## config.mk

```make
export PLATFORM = sky130hd
export DESIGN_NAME = hdmi_video_timing
export DESIGN_NICKNAME = d
export VERILOG_FILES = /design/src/rtl/hdmi_video_timing.sv
export SDC_FILE = /design/constraint.sdc
export NUM_CORES = 1
export LEC_CHECK = 0
export CAP_MARGIN = 20
export CORE_ASPECT_RATIO = 1.2
export CORE_UTILIZATION = 35
export DETAILED_ROUTE_END_ITERATION = 6
export GPL_TIMING_DRIVEN = 0
export SLEW_MARGIN = 5
export SYNTH_ARGS = -nofsm -noshare
export SYNTH_HDL_FRONTEND = slang
export SYNTH_SLANG_ARGS = --single-unit
```

## constraint.sdc

```tcl
create_clock -name clock -period 2.8 [get_ports clock]
set_input_delay 0.56 -clock clock [delete_from_list [all_inputs] [get_ports clock]]
set_output_delay 0.56 -clock clock [all_outputs]
set_load 0.03 [all_outputs]
```

## src/rtl/hdmi_video_timing.sv

```systemverilog
// Raster timing master: counters -> request stage (pixelRequest/x/y) -> output stage (rgbOut/syncs), one cycle apart.
// Defining HDMI_TIMING_TEST_PATTERN_EN adds a testMode input that swaps active video for 8 colour bars.
module hdmi_video_timing #(
    parameter int   hLength      = 12,
    parameter int   vLength      = 12,
    parameter int   hActive      = 1280,
    parameter int   hFront       = 110,
    parameter int   hSyncWidth   = 40,
    parameter int   hBack        = 220,
    parameter int   vActive      = 720,
    parameter int   vFront       = 5,
    parameter int   vSyncWidth   = 5,
    parameter int   vBack        = 20,
    parameter logic syncPolarity = 1'b1
) (
    input  logic               clock,
    input  logic               resetN,
    input  logic               enable,
    input  logic [23:0]        pixelData,
`ifdef HDMI_TIMING_TEST_PATTERN_EN
    input  logic               testMode,
`endif
    output logic               pixelRequest,
    output logic [hLength-1:0] xLocation,
    output logic [vLength-1:0] yLocation,
    output logic [23:0]        rgbOut,
    output logic               hSync,
    output logic               vSync,
    output logic               dataEnable,
    output logic               frameStart
);

    // state | meaning
    // IDLE  | counters parked at 0, outputs quiescent, waiting for enable
    // RUN   | raster counting; leaves only on the last pixel of a frame

    localparam int hTotal = hActive + hFront + hSyncWidth + hBack;
    localparam int vTotal = vActive + vFront + vSyncWidth + vBack;

    localparam logic [hLength-1:0] hActiveW    = hLength'(hActive);
    localparam logic [hLength-1:0] hSyncStartW = hLength'(hActive + hFront);
    localparam logic [hLength-1:0] hSyncEndW   = hLength'(hActive + hFront + hSyncWidth);
    localparam logic [hLength-1:0] hLastW      = hLength'(hTotal - 1);
    localparam logic [vLength-1:0] vActiveW    = vLength'(vActive);
    localparam logic [vLength-1:0] vSyncStartW = vLength'(vActive + vFront);
    localparam logic [vLength-1:0] vSyncEndW   = vLength'(vActive + vFront + vSyncWidth);
    localparam logic [vLength-1:0] vLastW      = vLength'(vTotal - 1);

    if (hTotal > (2 ** hLength)) begin : gHFit
        $error("hdmi_video_timing: horizontal total does not fit in hLength");
    end
    if (vTotal > (2 ** vLength)) begin : gVFit
        $error("hdmi_video_timing: vertical total does not fit in vLength");
    end

    typedef enum logic {IDLE, RUN} stateT;

    stateT              state;
    stateT              nextState;
    logic [hLength-1:0] hCount;
    logic [vLength-1:0] vCount;
    logic               frameEnd;
    logic               inActive;
    logic               hSyncNow;
    logic               vSyncNow;
    logic               hSyncD;
    logic               vSyncD;
    logic [23:0]        pixelSel;

    assign frameEnd = (hCount == hLastW) && (vCount == vLastW);

    always_ff @(posedge clock or negedge resetN) begin
        if (!resetN) begin
            state <= IDLE;
        end else begin
            state <= nextState;
        end
    end

    always_comb begin
        nextState = state;
        case (state)
            IDLE:    if (enable) nextState = RUN;
            RUN:     if (frameEnd && !enable) nextState = IDLE;
            default: nextState = IDLE;
        endcase
    end

    always_ff @(posedge clock or negedge resetN) begin
        if (!resetN) begin
            hCount <= '0;
            vCount <= '0;
        end else if (state == RUN) begin
            if (hCount == hLastW) begin
                hCount <= '0;
                vCount <= (vCount == vLastW) ? '0 : vCount + vLength'(1);
            end else begin
                hCount <= hCount + hLength'(1);
            end
        end else begin
            hCount <= '0;
            vCount <= '0;
        end
    end

    assign inActive = (state == RUN) && (hCount < hActiveW) && (vCount < vActiveW);
    assign hSyncNow = ((state == RUN) && (hCount >= hSyncStartW) && (hCount < hSyncEndW))
                      ? syncPolarity : ~syncPolarity;
    assign vSyncNow = ((state == RUN) && (vCount >= vSyncStartW) && (vCount < vSyncEndW))
                      ? syncPolarity : ~syncPolarity;

    always_ff @(posedge clock or negedge resetN) begin
        if (!resetN) begin
            pixelRequest <= 1'b0;
            xLocation    <= '0;
            yLocation    <= '0;
            frameStart   <= 1'b0;
            hSyncD       <= ~syncPolarity;
            vSyncD       <= ~syncPolarity;
        end else begin
            pixelRequest <= inActive;
            xLocation    <= inActive ? hCount : '0;
            yLocation    <= inActive ? vCount : '0;
            frameStart   <= (state == RUN) && (hCount == '0) && (vCount == '0);
            hSyncD       <= hSyncNow;
            vSyncD       <= vSyncNow;
        end
    end

`ifdef HDMI_TIMING_TEST_PATTERN_EN
    localparam logic [hLength-1:0] barWidth = hLength'(hActive / 8);

    logic [2:0]  barIdx;
    logic [23:0] barColor;

    // xLocation is the registered request column, so the bar lines up with dataEnable.
    assign barIdx = 3'(xLocation / barWidth);

    always_comb begin
        barColor = 24'h000000;
        case (barIdx)
            3'd0: barColor = 24'hffffff;
            3'd1: barColor = 24'hffff00;
            3'd2: barColor = 24'h00ffff;
            3'd3: barColor = 24'h00ff00;
            3'd4: barColor = 24'hff00ff;
            3'd5: barColor = 24'hff0000;
            3'd6: barColor = 24'h0000ff;
            3'd7: barColor = 24'h000000;
        endcase
    end

    assign pixelSel = testMode ? barColor : pixelData;
`else
    assign pixelSel = pixelData;
`endif

    // pixelData is only looked at when the request was issued, so blanking never leaks source junk.
    always_ff @(posedge clock or negedge resetN) begin
        if (!resetN) begin
            rgbOut     <= '0;
            dataEnable <= 1'b0;
            hSync      <= ~syncPolarity;
            vSync      <= ~syncPolarity;
        end else begin
            rgbOut     <= pixelRequest ? pixelSel : '0;
            dataEnable <= pixelRequest;
            hSync      <= hSyncD;
            vSync      <= vSyncD;
        end
    end

endmodule

```

# == Word-level counts from Yosys, hierarchy flattened ==
# Index checks and enable logic that the tools add are counted.
# totals
regBits,80
in_bits,27
out_inout_bits,53
# op_classes
addsub,2
n_lt_le_gt_ge,6
n_eq_ne,3
mux,13
bitwise_logic,1
reduce_logical,13
# op_table
op,n
$mux W12,7
$add A12 B1 Y12 const B,2
$logic_not A12 Y1,2
$lt A12 B10 Y1 const B,2
$lt A12 B11 Y1 const B,2
$mux W24,1
$eq A12 B10 Y1 const B,1
$eq A12 B11 Y1 const B,1
$ge A12 B10 Y1 const B,1
$ge A12 B11 Y1 const B,1
$logic_and A1 B1 Y1,10
$mux W1,4
$ne A2 B1 Y1 const B,1
$pmux W1 S2,1
$logic_not A1 Y1,1
$not A1 Y1,1

# == Logic depth before layout (Yosys ltp) ==
# depth
word_depth,5
mapped_depth,7
mapped_depth_nobuf,6

# == Least setup slack after synthesis ==
# No wires, ideal clock.
# synth_timing
path_kind,register -> register
start,register vCount[10]
end,register vCount[4]
setup_time_ns,0.121
t_arrival_ns,1.765
t_required_ns,2.679
slack_ns,0.915
path_stages_with_launch,6
cell_sequence,dfrtp_1 > or4b_4 > o31ai_4 > buf_6 > o21ai_1 > a22o_1
# synth_via
elab_chain_len,4
# synth_lines
item,line_no,text
start: declaration,61,logic [vLength-1:0] vCount;
start signal: assignment,96,vCount <= (vCount == vLastW) ? '0 : vCount + vLength'(1);
$eq A12 B10 Y1,96,
$mux W12,96,
$mux W12,94,if (hCount == hLastW) begin
$mux W12,93,end else if (state == RUN) begin
# No other way between the ends. The select of a mux whose other input is x is not followed.
# A chain may end at the register's enable or synchronous reset.

# == Final worst setup path ==
# layout_timing
start,register hCount[8]
end,register state
# layout_via
elab_chain_len,5
# layout_lines
item,line_no,text
start: declaration,60,logic [hLength-1:0] hCount;
start signal: assignment,98,hCount <= hCount + hLength'(1);
$eq A12 B11 Y1,70,assign frameEnd = (hCount == hLastW) && (vCount == vLastW);
$logic_and A1 B1 Y1,70,
$logic_and A1 B1 Y1,84,RUN: if (frameEnd && !enable) nextState = IDLE;
$mux W1,84,
$pmux W1 S2,82,case (state)
via nextState,59,stateT nextState;
end signal: assignment,76,state <= nextState;
end: declaration,58,stateT state;
# The timed path passes the listed nets, and every way through them passes these cells.

==> impl_metrics.json <==
{
  "outcome": "finished clean",
  "nNetsFinal": 411,
  "fillerInstances": 826,
  "slew_viol_final": 0,
  "endpoint_kind": "flop",
  "cp_max_fo": 10,
  "hold_path.class": "in2async",
  "critical_path_required_ps": 3020,
  "slew_headroom_pct": 63.9,
  "grt_antenna_before_repair": 0,
  "post-route-period-util_pct": 75.6,
  "fmax_mhz": 472,
  "start_kind": "flop",
  "drc": 0,
  "postCtsSetupRepairBufs": 0,
  "syn-cell-area_sq_mm": 0.00330,
  "maxCapViolCount": 0,
  "die_w_um": 90.6,
  "drive_gt1_share_pct": 7.85,
  "power_density_mw_per_mm2": 507,
  "fp.dieH_um": 108,
  "cts.hold.buffers_added": 0,
  "crit_path_start": "hCount[8]",
  "syn_to_final_growth_pct": 36.5,
  "grt-ovfl-total": 0,
  "swShare_pct": 20.9,
  "root_buffer": "clkbuf_8",
  "fin_tns_setup_ps": 0,
  "yosysWarnings": 0,
  "setup_viol": 0,
  "synth_top_area_share_pct": 60.7,
  "clock-sinks": 80,
  "initial_core_util_pct": 36.3,
  "port-buffer-count": 79,
  "routedWlPerCell_um": 13.5,
  "via_count": 2348,
  "vdd_drop_max_v": 0.000223,
  "seq_area_frac_synth_pct": 60.7,
  "power_frac_comb_pct": 6.8,
  "netlist.top_cell.by_area": "dfrtp_1",
  "grt_max_degree": 53,
  "synth_cell_types": 46,
  "crit_type": "reg2reg",
  "via_per_inst": 4.68,
  "power_switching_mw": 0.478,
  "hold_violations": 0,
  "grt_first_pass_wirelength_mm": 11.4,
  "place_congestion": 0.884,
  "cts_made_buffers": 9,
  "core.rowCount": 38,
  "antenna_left": 0,
  "die_area_sq_mm": 0.00981,
  "async_reset_ff_share_pct": 100,
  "coreArea_sq_mm": 0.00908,
  "power.total_mw": 2.28,
  "routed_wl_mm": 6.75,
  "regToRegStartpoint": "hCount[8]",
  "tightest_slew_ps": 537,
  "cts_tree": "done",
  "rsz0062_at_grt": "no",
  "pin_count": 80,
  "clock_latency_ps": 340,
  "critPathArrivalTime_ps": 2340,
  "ys.flop_type": "dfrtp_1",
  "yosysMostFrequentCell": "dfrtp_1",
  "grt_use_total_pct": 15.0,
  "path_clk_slew_ps": 80,
  "synth.avg_cell_area_sq_um": 11.6,
  "skew_ps": 4.63,
  "fin_crit_ps": 2120,
  "seqPwrFrac_pct": 51.7,
  "cts-resized-gates": 0,
  "synth-edff-count": 0,
  "diodes": 0,
  "grt_pass1_vias": 2355,
  "firstDrtPassIters": 4,
  "p_int_mw": 1.80,
  "dpl.hpwl_mm": 4.89,
  "yosys-top-cells-area": "dfrtp_1, and2_1, ha_1",
  "clkPwrFrac_pct": 41.5,
  "ys_top_cells_by_count": "dfrtp_1, and2_1, nor2_1, inv_1",
  "synth_cells": 284,
  "first_iter_violations": 124,
  "htreeDepth": 3,
  "cts.path.max_buffers": 2,
  "p_leak_nw": 1.92,
  "synth_seq_cells": 80
}
==> placed cells by master (no fill, tap or decap), drive strengths merged, types with 4 or more instances in the layout <==
master,n
dfrtp,80
clkdlybuf4s50,78
and2,45
clkbuf,21
nor2,18
inv,12
nor3,11
nand2,11
o21ai,9
nand3,8
xnor2,8
a22o,7
ha,7
nor4,6
buf,6
nand4,5
a21oi,5
and3,5
o22ai,4
o31ai,4
==> state kept, by name, indices dropped and copies added (netlist names), 12 cells and up <==
signal	flops
hCount	12
rgbOut	24
vCount	12
xLocation	12
yLocation	12
==> routing by layer <==
metal  global-route usage (%)  wire (um)  share of wire, %
met4                     7.49        123               1.8
met1                     18.5       2960                44
met5                        0          0                 0
met3                     3.59        382               5.7
met2                     24.8       3280                49
==> final cells by class <==
class                      instances  area, sq um  share of cell area [%]
tap                              120          150                    3.34
sequential                        80         2000                    44.5
inverter                          12         45.0                    1.00
timing repair buffer              80          816                    18.1
clock buffer                      12          155                    3.45
multi-input combinational        181         1190                    26.5
clock inverter                     4         76.3                    1.70
buffer                            13         65.1                    1.45
==> power groups by stage <==
stage	clock network [mW]	logic [mW]	registers [mW]
after global routing	1.02	0.168	1.18
after detailed placement	0	0.158	1.20
final	0.946	0.156	1.18
after global placement	0	0.153	1.20
after CTS	0.985	0.159	1.18
after floorplan	0	0.0122	1.24
==> worst paths after layout <==
kind	endpoint	slack, ps	depth (start not counted)
worst max-delay path	state	680	5
min in group clock	vSync	350	0
worst min-delay path	rgbOut[3]	140	1
max in group asynchronous	vCount[11]	2080	2
worst max register to register	state	680	5
worst min register to register	vSync	350	0
==> cell families (layout without fill, tap and decap cells) <==
family / count (synthesis) / in the layout / share of synthesized area [%]
other: 1 / 3 / 0.114
muxes: 1 / 1 / 0.304
DFF: 80 / 80 / 60.7
and+or+nand+nor: 125 / 125 / 21.7
buffers and inverters: 25 / 121 / 3.34
AOI/OAI and AO/OA: 36 / 36 / 8.73
xor gates and xnor gates: 9 / 9 / 2.39
adders and majority gates: 7 / 7 / 2.66
==> worst max-delay path, stage by stage (launching register included) <==
cell	delay, ps
dfrtp_1	460
or4_4	620
o31ai_4	340
buf_4	250
buf_2	240
nand3b_1	90
==> stage by stage <==
step | hold slack, ps | utilization, % | std cells | area (sq um) | setup slack (ps)
CTS | 137 | 49.6 | 502 | 4500 | 647
global route | 152 | 49.6 | 502 | 4500 | 566
finish | 138 | 49.6 | 502 | 4500 | 683
global placement | 332 | 46.7 | 485 | 4250 | -1610
floorplan | 264 | - | 286 | 3300 | 915
detailed placement | 337 | 47.0 | 486 | 4270 | 670
Power figures use the tool's default switching activity.
